$ cat src/rtl/regfile_ctrl_pkg.sv
// rtl/regfile_ctrl_pkg.sv - shared widths and requester indices for the regfile write scheduler
package regfile_ctrl_pkg;
  localparam int REG_W    = 16;
  localparam int REG_AW   = 3;
  localparam int NUM_REGS = 8;

  localparam int REQ_ALU  = 0;
  localparam int REQ_LOAD = 1;
  localparam int REQ_TRAP = 2;
endpackage

$ cat src/rtl/regfile_wb_scheduler_if.sv
// rtl/regfile_wb_scheduler_if.sv - writeback request and destination reservation bundle
interface regfile_wb_scheduler_if #(
  parameter int NUM_REQ = 3
);
  import regfile_ctrl_pkg::*;

  logic [NUM_REQ-1:0]        req_valid;
  logic [REG_AW*NUM_REQ-1:0] req_dr;
  logic [REG_W*NUM_REQ-1:0]  req_data;
  logic [NUM_REQ-1:0]        req_ready;

  logic              rsv_valid;
  logic [REG_AW-1:0] rsv_dr;
  logic              rsv_ready;

  modport master (
    output req_valid, req_dr, req_data, rsv_valid, rsv_dr,
    input  req_ready, rsv_ready
  );

  modport slave (
    input  req_valid, req_dr, req_data, rsv_valid, rsv_dr,
    output req_ready, rsv_ready
  );
endinterface

$ cat src/rtl/rr_arbiter.sv
// rtl/rr_arbiter.sv - round-robin arbiter: one-hot grant and winner index, pointer moves past the winner
module rr_arbiter #(
  parameter int NUM_REQ = 3,
  localparam int PW = $clog2(NUM_REQ)
) (
  input  logic               clk,
  input  logic               reset,
  input  logic [NUM_REQ-1:0] valid,
  output logic [NUM_REQ-1:0] grant,
  output logic [PW-1:0]      winner
);
  logic [PW-1:0] ptr_q, ptr_d;
  logic          found;
  int            idx;

  always_comb begin
    grant  = '0;
    winner = ptr_q;
    found  = 1'b0;
    idx    = 0;
    ptr_d  = ptr_q;
    // Search order starts at the pointer and wraps; first valid requester wins.
    for (int k = 0; k < NUM_REQ; k++) begin
      idx = int'(ptr_q) + k;
      if (idx >= NUM_REQ) idx = idx - NUM_REQ;
      if (!found && !reset && valid[idx]) begin
        found      = 1'b1;
        grant[idx] = 1'b1;
        winner     = PW'(idx);
      end
    end
    if (found) begin
      ptr_d = (winner == PW'(NUM_REQ - 1)) ? '0 : winner + 1'b1;
    end
  end

  always_ff @(posedge clk) begin
    if (reset) ptr_q <= '0;
    else       ptr_q <= ptr_d;
  end
endmodule

$ cat src/rtl/regfile_wb_scheduler.sv
// rtl/regfile_wb_scheduler.sv - shares the regfile write port among requesters, tracks busy destinations, raises stall
// Optional same-cycle forwarding of the landing write: REGFILE_BYPASS_EN.
module regfile_wb_scheduler
  import regfile_ctrl_pkg::*;
#(
  parameter int NUM_REQ = 3
) (
  input  logic                  clk,
  input  logic                  reset,
  regfile_wb_scheduler_if.slave bus,
  input  logic [REG_AW-1:0]     SR1,
  input  logic [REG_AW-1:0]     SR2,
  output logic                  stall,
  output logic                  regWE,
  output logic [REG_AW-1:0]     DR,
  output logic [REG_W-1:0]      Buss
`ifdef REGFILE_BYPASS_EN
  ,
  output logic                  fwd_a_sel,
  output logic [REG_W-1:0]      fwd_a,
  output logic                  fwd_b_sel,
  output logic [REG_W-1:0]      fwd_b
`endif
);
  localparam int PW = $clog2(NUM_REQ);

  logic [NUM_REQ-1:0]  grant;
  logic [PW-1:0]       win;
  logic                regwe_q, regwe_d;
  logic [REG_AW-1:0]   dr_q, dr_d;
  logic [REG_W-1:0]    buss_q, buss_d;
  logic [NUM_REGS-1:0] busy_q, busy_d;
  logic                rsv_ok;
  logic                hit_a, hit_b;

  rr_arbiter #(.NUM_REQ(NUM_REQ)) u_arb (
    .clk    (clk),
    .reset  (reset),
    .valid  (bus.req_valid),
    .grant  (grant),
    .winner (win)
  );

  assign bus.req_ready = grant;
  assign rsv_ok        = ~busy_q[bus.rsv_dr];
  assign bus.rsv_ready = rsv_ok;

  assign regWE = regwe_q;
  assign DR    = dr_q;
  assign Buss  = buss_q;

  always_comb begin
    regwe_d = |grant;
    dr_d    = dr_q;
    buss_d  = buss_q;
    for (int i = 0; i < NUM_REQ; i++) begin
      if (regwe_d && int'(win) == i) begin
        dr_d   = bus.req_dr[REG_AW*i +: REG_AW];
        buss_d = bus.req_data[REG_W*i +: REG_W];
      end
    end
  end

  // Clear first so a new reservation on the landing register overrides it.
  always_comb begin
    busy_d = busy_q;
    if (regwe_q) busy_d[dr_q] = 1'b0;
    if (bus.rsv_valid && rsv_ok) busy_d[bus.rsv_dr] = 1'b1;
  end

`ifdef REGFILE_BYPASS_EN
  assign hit_a     = regwe_q && (dr_q == SR1);
  assign hit_b     = regwe_q && (dr_q == SR2);
  assign fwd_a_sel = hit_a;
  assign fwd_a     = buss_q;
  assign fwd_b_sel = hit_b;
  assign fwd_b     = buss_q;
`else
  assign hit_a = 1'b0;
  assign hit_b = 1'b0;
`endif

  assign stall = !reset && ((busy_q[SR1] && !hit_a) || (busy_q[SR2] && !hit_b));

  always_ff @(posedge clk) begin
    if (reset) begin
      regwe_q <= 1'b0;
      dr_q    <= '0;
      buss_q  <= '0;
      busy_q  <= '0;
    end else begin
      regwe_q <= regwe_d;
      dr_q    <= dr_d;
      buss_q  <= buss_d;
      busy_q  <= busy_d;
    end
  end
endmodule
$ cat src/flat_wrapper.sv
// flat-port wrapper written by rule: the top's interface ports become plain ports
module regfile_wb_scheduler_flat import regfile_ctrl_pkg::*;
#(
  parameter int NUM_REQ = 3
)
  (clk, reset, SR1, SR2, stall, regWE, DR, Buss, bus_req_valid, bus_req_dr, bus_req_data, bus_rsv_valid, bus_rsv_dr, bus_req_ready, bus_rsv_ready);
  regfile_wb_scheduler_if #(.NUM_REQ(NUM_REQ)) bus_i ();
  input  logic clk;
  input  logic reset;
  input  logic [REG_AW-1:0] SR1;
  input  logic [REG_AW-1:0] SR2;
  output logic stall;
  output logic regWE;
  output logic [REG_AW-1:0] DR;
  output logic [REG_W-1:0] Buss;
  input wire logic [$bits(bus_i.req_valid)-1:0] bus_req_valid;
  input wire logic [$bits(bus_i.req_dr)-1:0] bus_req_dr;
  input wire logic [$bits(bus_i.req_data)-1:0] bus_req_data;
  input wire logic [$bits(bus_i.rsv_valid)-1:0] bus_rsv_valid;
  input wire logic [$bits(bus_i.rsv_dr)-1:0] bus_rsv_dr;
  output wire logic [$bits(bus_i.req_ready)-1:0] bus_req_ready;
  output wire logic [$bits(bus_i.rsv_ready)-1:0] bus_rsv_ready;
  assign bus_i.req_valid = bus_req_valid;
  assign bus_i.req_dr = bus_req_dr;
  assign bus_i.req_data = bus_req_data;
  assign bus_i.rsv_valid = bus_rsv_valid;
  assign bus_i.rsv_dr = bus_rsv_dr;
  assign bus_req_ready = bus_i.req_ready;
  assign bus_rsv_ready = bus_i.rsv_ready;
  regfile_wb_scheduler #(.NUM_REQ(NUM_REQ)) u_core (.clk(clk), .reset(reset), .bus(bus_i), .SR1(SR1), .SR2(SR2), .stall(stall), .regWE(regWE), .DR(DR), .Buss(Buss));
endmodule
$ cat config.mk
export PLATFORM = sky130hd
export DESIGN_NAME = regfile_wb_scheduler_flat
export DESIGN_NICKNAME = d
export VERILOG_FILES = /design/src/rtl/regfile_ctrl_pkg.sv /design/src/rtl/regfile_wb_scheduler_if.sv /design/src/rtl/rr_arbiter.sv /design/src/rtl/regfile_wb_scheduler.sv /design/src/flat_wrapper.sv
export SDC_FILE = /design/constraint.sdc
export NUM_CORES = 1
export LEC_CHECK = 0
export CAP_MARGIN = 20
export CORE_ASPECT_RATIO = 1.1
export CORE_MARGIN = 3
export CORE_UTILIZATION = 30
export CTS_CLUSTER_SIZE = 8
export DETAILED_ROUTE_END_ITERATION = 6
export HOLD_SLACK_MARGIN = 0.05
export MAX_ROUTING_LAYER = met4
export PLACE_DENSITY = 0.68
export REMOVE_ABC_BUFFERS = 1
export SLEW_MARGIN = 20
export SYNTH_ARGS = -nofsm -noshare
export SYNTH_HDL_FRONTEND = slang
export SYNTH_SLANG_ARGS = --single-unit
$ cat constraint.sdc
create_clock -name clk -period 2.7 [get_ports clk]
set_clock_uncertainty 0.05 [all_clocks]
set_input_delay 0.54 -clock clk [delete_from_list [all_inputs] [get_ports clk]]
set_output_delay 0.54 -clock clk [all_outputs]
set_load 0.02 [all_outputs]
# ---- After elaboration in Yosys (flattened, before gate mapping)
# Index checks and enable logic that the tools add are counted.
dict set report totals {
  register_bits 30
  latchBits 0
  mem_bits_rw 0
  mem_bits_ro 0
  elab_cells 103
  n_memories 0
}
dict set report op_classes {
  n_addsub 6
  mul 0
  div_mod_pow 0
  order_cmp 15
  n_eq_ne 3
  n_shift 0
  muxes 46
  n_bitwise 6
  reduce_logical 22
}
# op n
set op_table {}
lappend op_table {{$ge A32 B1 Y1 const B} 3}
lappend op_table {{$lt A32 B4 Y1 const B} 3}
lappend op_table {{$mux W32} 3}
lappend op_table {{$mux W16} 3}
lappend op_table {{$mux W3} 6}
lappend op_table {{$mux W1} 17}
lappend op_table {{$lt A3 B4 Y1 const B} 4}
lappend op_table {{$mux W8} 2}
lappend op_table {{$logic_and A1 B1 Y1} 15}
lappend op_table {{$bmux W1 S3} 3}
lappend op_table {{$and A8 B8 Y8} 1}
lappend op_table {{$mux W2} 4}
lappend op_table {{$not A8 Y8} 1}
lappend op_table {{$or A8 B8 Y8} 1}
lappend op_table {{$sub A3 B2 Y4 const B} 2}
lappend op_table {{$bmux W1 S2} 3}
lappend op_table {{$demux W1 S2} 3}
lappend op_table {{$demux W1 S3} 2}
lappend op_table {{$eq A2 B2 Y1 const B} 3}
lappend op_table {{$ge A3 B1 Y1 const B} 2}
lappend op_table {{$ge A3 B2 Y1 const B} 2}
lappend op_table {{$or A3 B3 Y3} 2}
lappend op_table {{$add A2 B1 Y3 const B} 1}
lappend op_table {{$add A2 B2 Y3 const B} 1}
lappend op_table {{other kinds (9)} 11}

# ---- Logic depth before layout (Yosys ltp)
dict set report depth {
  ltp_word 20
  mapped_depth 11
  depth_no_buf 9
}

# ---- Cells and area by module
# A second synthesis with hierarchy kept.
dict set report hier_totals {
  cells_unflattened 213
  area_unflattened_um2 1965.6
}
# mod instances cells_each area_per_inst_um2 seq_area_each_um2
set by_module_without_submodules {}
lappend by_module_without_submodules {regfile_wb_scheduler 1 155 1527.7 560.5}
lappend by_module_without_submodules {rr_arbiter 1 58 437.9 40.0}

# ---- Worst setup path after synthesis
# No wires, ideal clock.
dict set report synth_path {
  kind {reg2reg}
  startpoint {register u_core.u_arb.ptr_q[0]}
  endpoint {register u_core.buss_q[10], in the netlist u_core.Buss[10]}
  arrival_time_ns 3.045
  setup_slack_ns -0.478
  stages_incl_launch_ff 11
  path_buffers 1
  path_cell_list {dfxtp_1 > inv_1 > ha_1 > inv_1 > mux2i_1 > nand3_1 > a221oi_1 > o21bai_1 > o211ai_1 > clkbuf_1 > o221ai_1}
}
dict set report synth_via {
  elab_chain_len 19
  elab_cells_between_ends 62
  cone_classes {add/sub: 5; order compare: 9; eq/ne: 2; mux: 28; bitwise: 2; reduce/logical: 16}
}
# element line_no
set synth_rtl {}
lappend synth_rtl {{start, declared} rr_arbiter.sv:12} ;# logic [PW-1:0] ptr_q, ptr_d;
lappend synth_rtl {{start signal, assigned} rr_arbiter.sv:39} ;# else ptr_q <= ptr_d;
lappend synth_rtl {{parallel branches: the longest is 14 deep, another holds $ge A32 B1 Y1} n/a}
lappend synth_rtl {{$mux W3 (*)} rr_arbiter.sv:26} ;# if (!found && !reset && valid[idx]) begin
lappend synth_rtl {{net bus_req_ready[0]} flat_wrapper.sv:21} ;# output wire logic [$bits(bus_i.req_ready)-1:0] bus_req_ready;
lappend synth_rtl {{$reduce_or A3 Y1 (*)} regfile_wb_scheduler.sv:53} ;# regwe_d = |grant;
lappend synth_rtl {{$logic_and A1 B1 Y1} regfile_wb_scheduler.sv:57} ;# if (regwe_d && int'(win) == i) begin
lappend synth_rtl {{$mux W16 (2 in a row)} regfile_wb_scheduler.sv:57}
lappend synth_rtl {{end signal, assigned} regfile_wb_scheduler.sv:94} ;# buss_q <= buss_d;
lappend synth_rtl {{end, declared} regfile_wb_scheduler.sv:31} ;# logic [REG_W-1:0] buss_q, buss_d;
# Mark *: on every way through the listed nets, which the timed path passes. The select of a mux whose other input is x is not followed.
# A chain may end at the register's enable or synchronous reset.

# ---- Worst setup path after layout
dict set report layout_path {
  startpoint {register u_core.u_arb.ptr_q[1]}
  endpoint {register u_core.buss_q[13], in the netlist u_core.Buss[13]}
}
dict set report layout_via {
  elab_chain_len 19
  elab_cells_between_ends 62
  cone_classes {add/sub: 5; order compare: 9; eq/ne: 2; mux: 28; bitwise: 2; reduce/logical: 16}
}
# element
set layout_rtl {}
lappend layout_rtl {{parallel branches: the longest is 19 deep, another holds $ge A32 B1 Y1}}
# Several ways; the timed one is not identified. The select of a mux whose other input is x is not followed.

==> metrics.txt <==
post-layout power=0.004112 W; Buf/Inv on CP=3; MaxCap Viol Count=0; Final Max Slew Viols=0; Hold-fix buffers, CTS=0; Top Ports=97; CP max stage delay=630 ps; die width=84.21 um; leading area contributor after synthesis=dfxtp_1; fmax=345.5 MHz; number of global-route vias before repair=2296; Die H=92.03 um; Clock Latency Late Sink=280 ps; crit path capture type=flop; P_leak=1.548 nW; Final Hold Violating Endpoints=0; required time worst endpoint=2810 ps; FF-to-FF End=u_core.Buss[13]; Register-to-Register Setup Slack=-190 ps; CP max-delay cell=or4_4; ratio of cells with drive above 1 in the final layout=25.34%; clk slew on worst S/H paths=70 ps; 1st-pass router iterations=4; crit path time final=2894 ps; row count=30; Top delay family on crit path=compound AO/OA/AOI/OAI gates; gr usage total=17.47%; unrepaired setup endpoints after global routing=true; Pint=0.002478 W; failing checks=setup timing; Net Sw Power=0.001634 W; switching share of power=39.74%; # diodes=0; pre-CTS setup slack=-549.1 ps; period utilisation layout=107.2%; CTS Sinks=30; VDD IR max=491.2 uV; starting density of the core=31.81%; Mapped Cells=229; area grow syn2layout=82.64%; combinational share of power=73.5%; Startpoint Class=flop; Synth Warn #=0; via/cell ratio=5.081; Post-synth EDFFs=0; DIE AREA=7749 um2; core footprint=6344 um2; Avg Synthesized Cell Area=8.813 um2; CTS Root Cell=clkbuf_8; TritonCTS clock tree=done; Final setup viols=22; GPL Wtd Cong=0.8707; status=complete, but fails checks; Top FF cell, synth=dfxtp_1; largest net degree at the start of global routing=20; count leader, synth=dfxtp_1; Post-DRT Antenna Nets=0; hold_ws=410.2 ps; DRC viols=0; final-stage net count=442; Synth top area share=29.76%; crit path max fanout=5; end of the worst hold path=u_core.Buss[5]; dpl hpwl=4.751 mm; worst setup margin=-194.4 ps; Pwr per Cell Area=1116 nW/um2; H-tree levels=2; Post-synth top cells=30 x dfxtp_1, 27 x mux2i_1, 25 x inv_1, 25 x nand2_1, 20 x o221ai_1; Clock Path Buffers=2; ys async rst share=0%; R2R Path Start=u_core.u_arb.ptr_q[1]; critical path class=reg2reg; FF+latch count, synth=30; total negative slack=-3198 ps; Slew HR=69.67%; total clock buffers created by CTS=5; global-route wire length before repair=10.78 mm; Worst Hold Class=reg2reg; Hold Startpoint=u_core.Buss[5]; initial antenna violation count=0; Yosys cell types=43; sequential share of power=17.1%; gr ovfl total=0; worst hold stages=2; I/O Buffers=96; mapped cell area=2018 um2; routed len/inst=14.87 um; top cells by area, synth=dfxtp_1 30%, mux2i_1 13%, o221ai_1 8.7%; Slew @ Worst Pin=454.0 ps; Core Util, Final=58.11%; Crit path arrival time=3000 ps; CP cell instances=inv_6 -> ha_4 -> buf_6 -> mux2_2 -> a211o_1 -> a32o_2 -> or4_4 -> buf_12 -> mux2i_2 -> o221ai_1; First DRT Iteration DRCs=52; via count=2271; register area share after synthesis=29.76%; Post-Route WL=6.646 mm; Reg2Reg Depth=10; Clk network pwr share=9.4%
## metal layers
layer / wire (um) / GRT usage (%)
met2: 3276 / 30.66
met5: 0 / -
met1: 2945 / 20.97
met4: 59 / 3.619
met3: 366 / 3.055
## power groups by stage
stage | clock network, W | registers [W] | logic, W
6_report | 0.000387 | 0.000702 | 0.00302
3_5_place_dp | 0 | 0.000694 | 0.00250
5_1_grt | 0.000420 | 0.000722 | 0.00326
3_3_place_gp | 0 | 0.000694 | 0.00246
4_1_cts | 0.000401 | 0.000695 | 0.00283
2_1_floorplan | 0 | 0.000827 | 0.00116
## per-stage QoR
| step | instances | area (um2) |
|---|---|---|
| final | 447 | 3686 |
| after global routing | 447 | 3686 |
| after detailed placement | 432 | 3339 |
| after floorplan | 218 | 1943 |
| after CTS | 443 | 3580 |
| after global placement | 432 | 3339 |
## registers in the layout, indices dropped and copies added, names as in the netlist
signal / flops
u_core.busy_q: 8
u_core.u_arb.ptr_q: 2
u_core.Buss: 16
u_core.regWE: 1
u_core.DR: 3
## tightest hold or removal path, stage by stage (launching register included)
cell and delay (ps):
dfxtp_1 330, nand2_1 50, o221ai_1 50
## kinds of logic after synthesis
family / share of synthesized area [%]
fa+ha+maj: 2.480
compound gates: 21.70
buf+inv: 8.369
simple gates: 16.49
flops: 29.76
mux: 21.20
## how the worst max path moves through the flow
stage	start	endpoint	cells past startpoint
final	u_core.u_arb.ptr_q[1]	u_core.Buss[13]	10
after global routing	u_core.u_arb.ptr_q[0]	u_core.Buss[13]	10
after CTS	u_core.u_arb.ptr_q[0]	u_core.Buss[12]	10
after detailed placement	bus_req_valid[2]	bus_req_ready[0]	7
after global placement	bus_req_valid[1]	bus_req_ready[0]	7
after floorplan	u_core.u_arb.ptr_q[0]	u_core.Buss[0]	9
## layout by cell type, fill, tap and decap left out, types with 2 or more instances in the layout
cell type,netlist,routed
nand3_1,4,4
mux2i_4,0,2
mux2i_1,27,22
o21ai_0,10,9
a21oi_1,13,12
o21a_1,2,2
nand3b_1,6,6
buf_12,0,4
nor2_1,11,10
nand2b_1,4,3
mux2i_2,0,3
nand2_1,25,25
nor2_2,1,2
mux4_2,6,6
clkbuf_2,0,2
o211ai_1,2,2
ha_4,0,4
buf_4,0,35
nor3b_1,2,2
dlygate4sd2_1,0,4
clkbuf_8,0,6
inv_1,25,23
dfxtp_1,30,28
buf_6,3,4
or4_4,2,2
buf_16,0,2
clkdlybuf4s50_1,0,88
o221ai_1,20,19
o31ai_1,2,2
a211o_1,2,2
## final cells by class
class                      count  area [um2]
sequential                    30       605.6
clock buffer                   6       82.58
fill                         617        2658
inverter                      25       98.84
tap                           80       100.1
multi-input combinational    163        1388
clock inverter                 2       12.51
timing repair buffer         141        1399
## timing repair
action	in CTS	in global routing
gates cloned	2	1
setup buffers	1	4
pin swaps	2	10
resized for setup	42	20
endpoints found under the setup margin	26	25
Power figures use the tool's default switching activity.
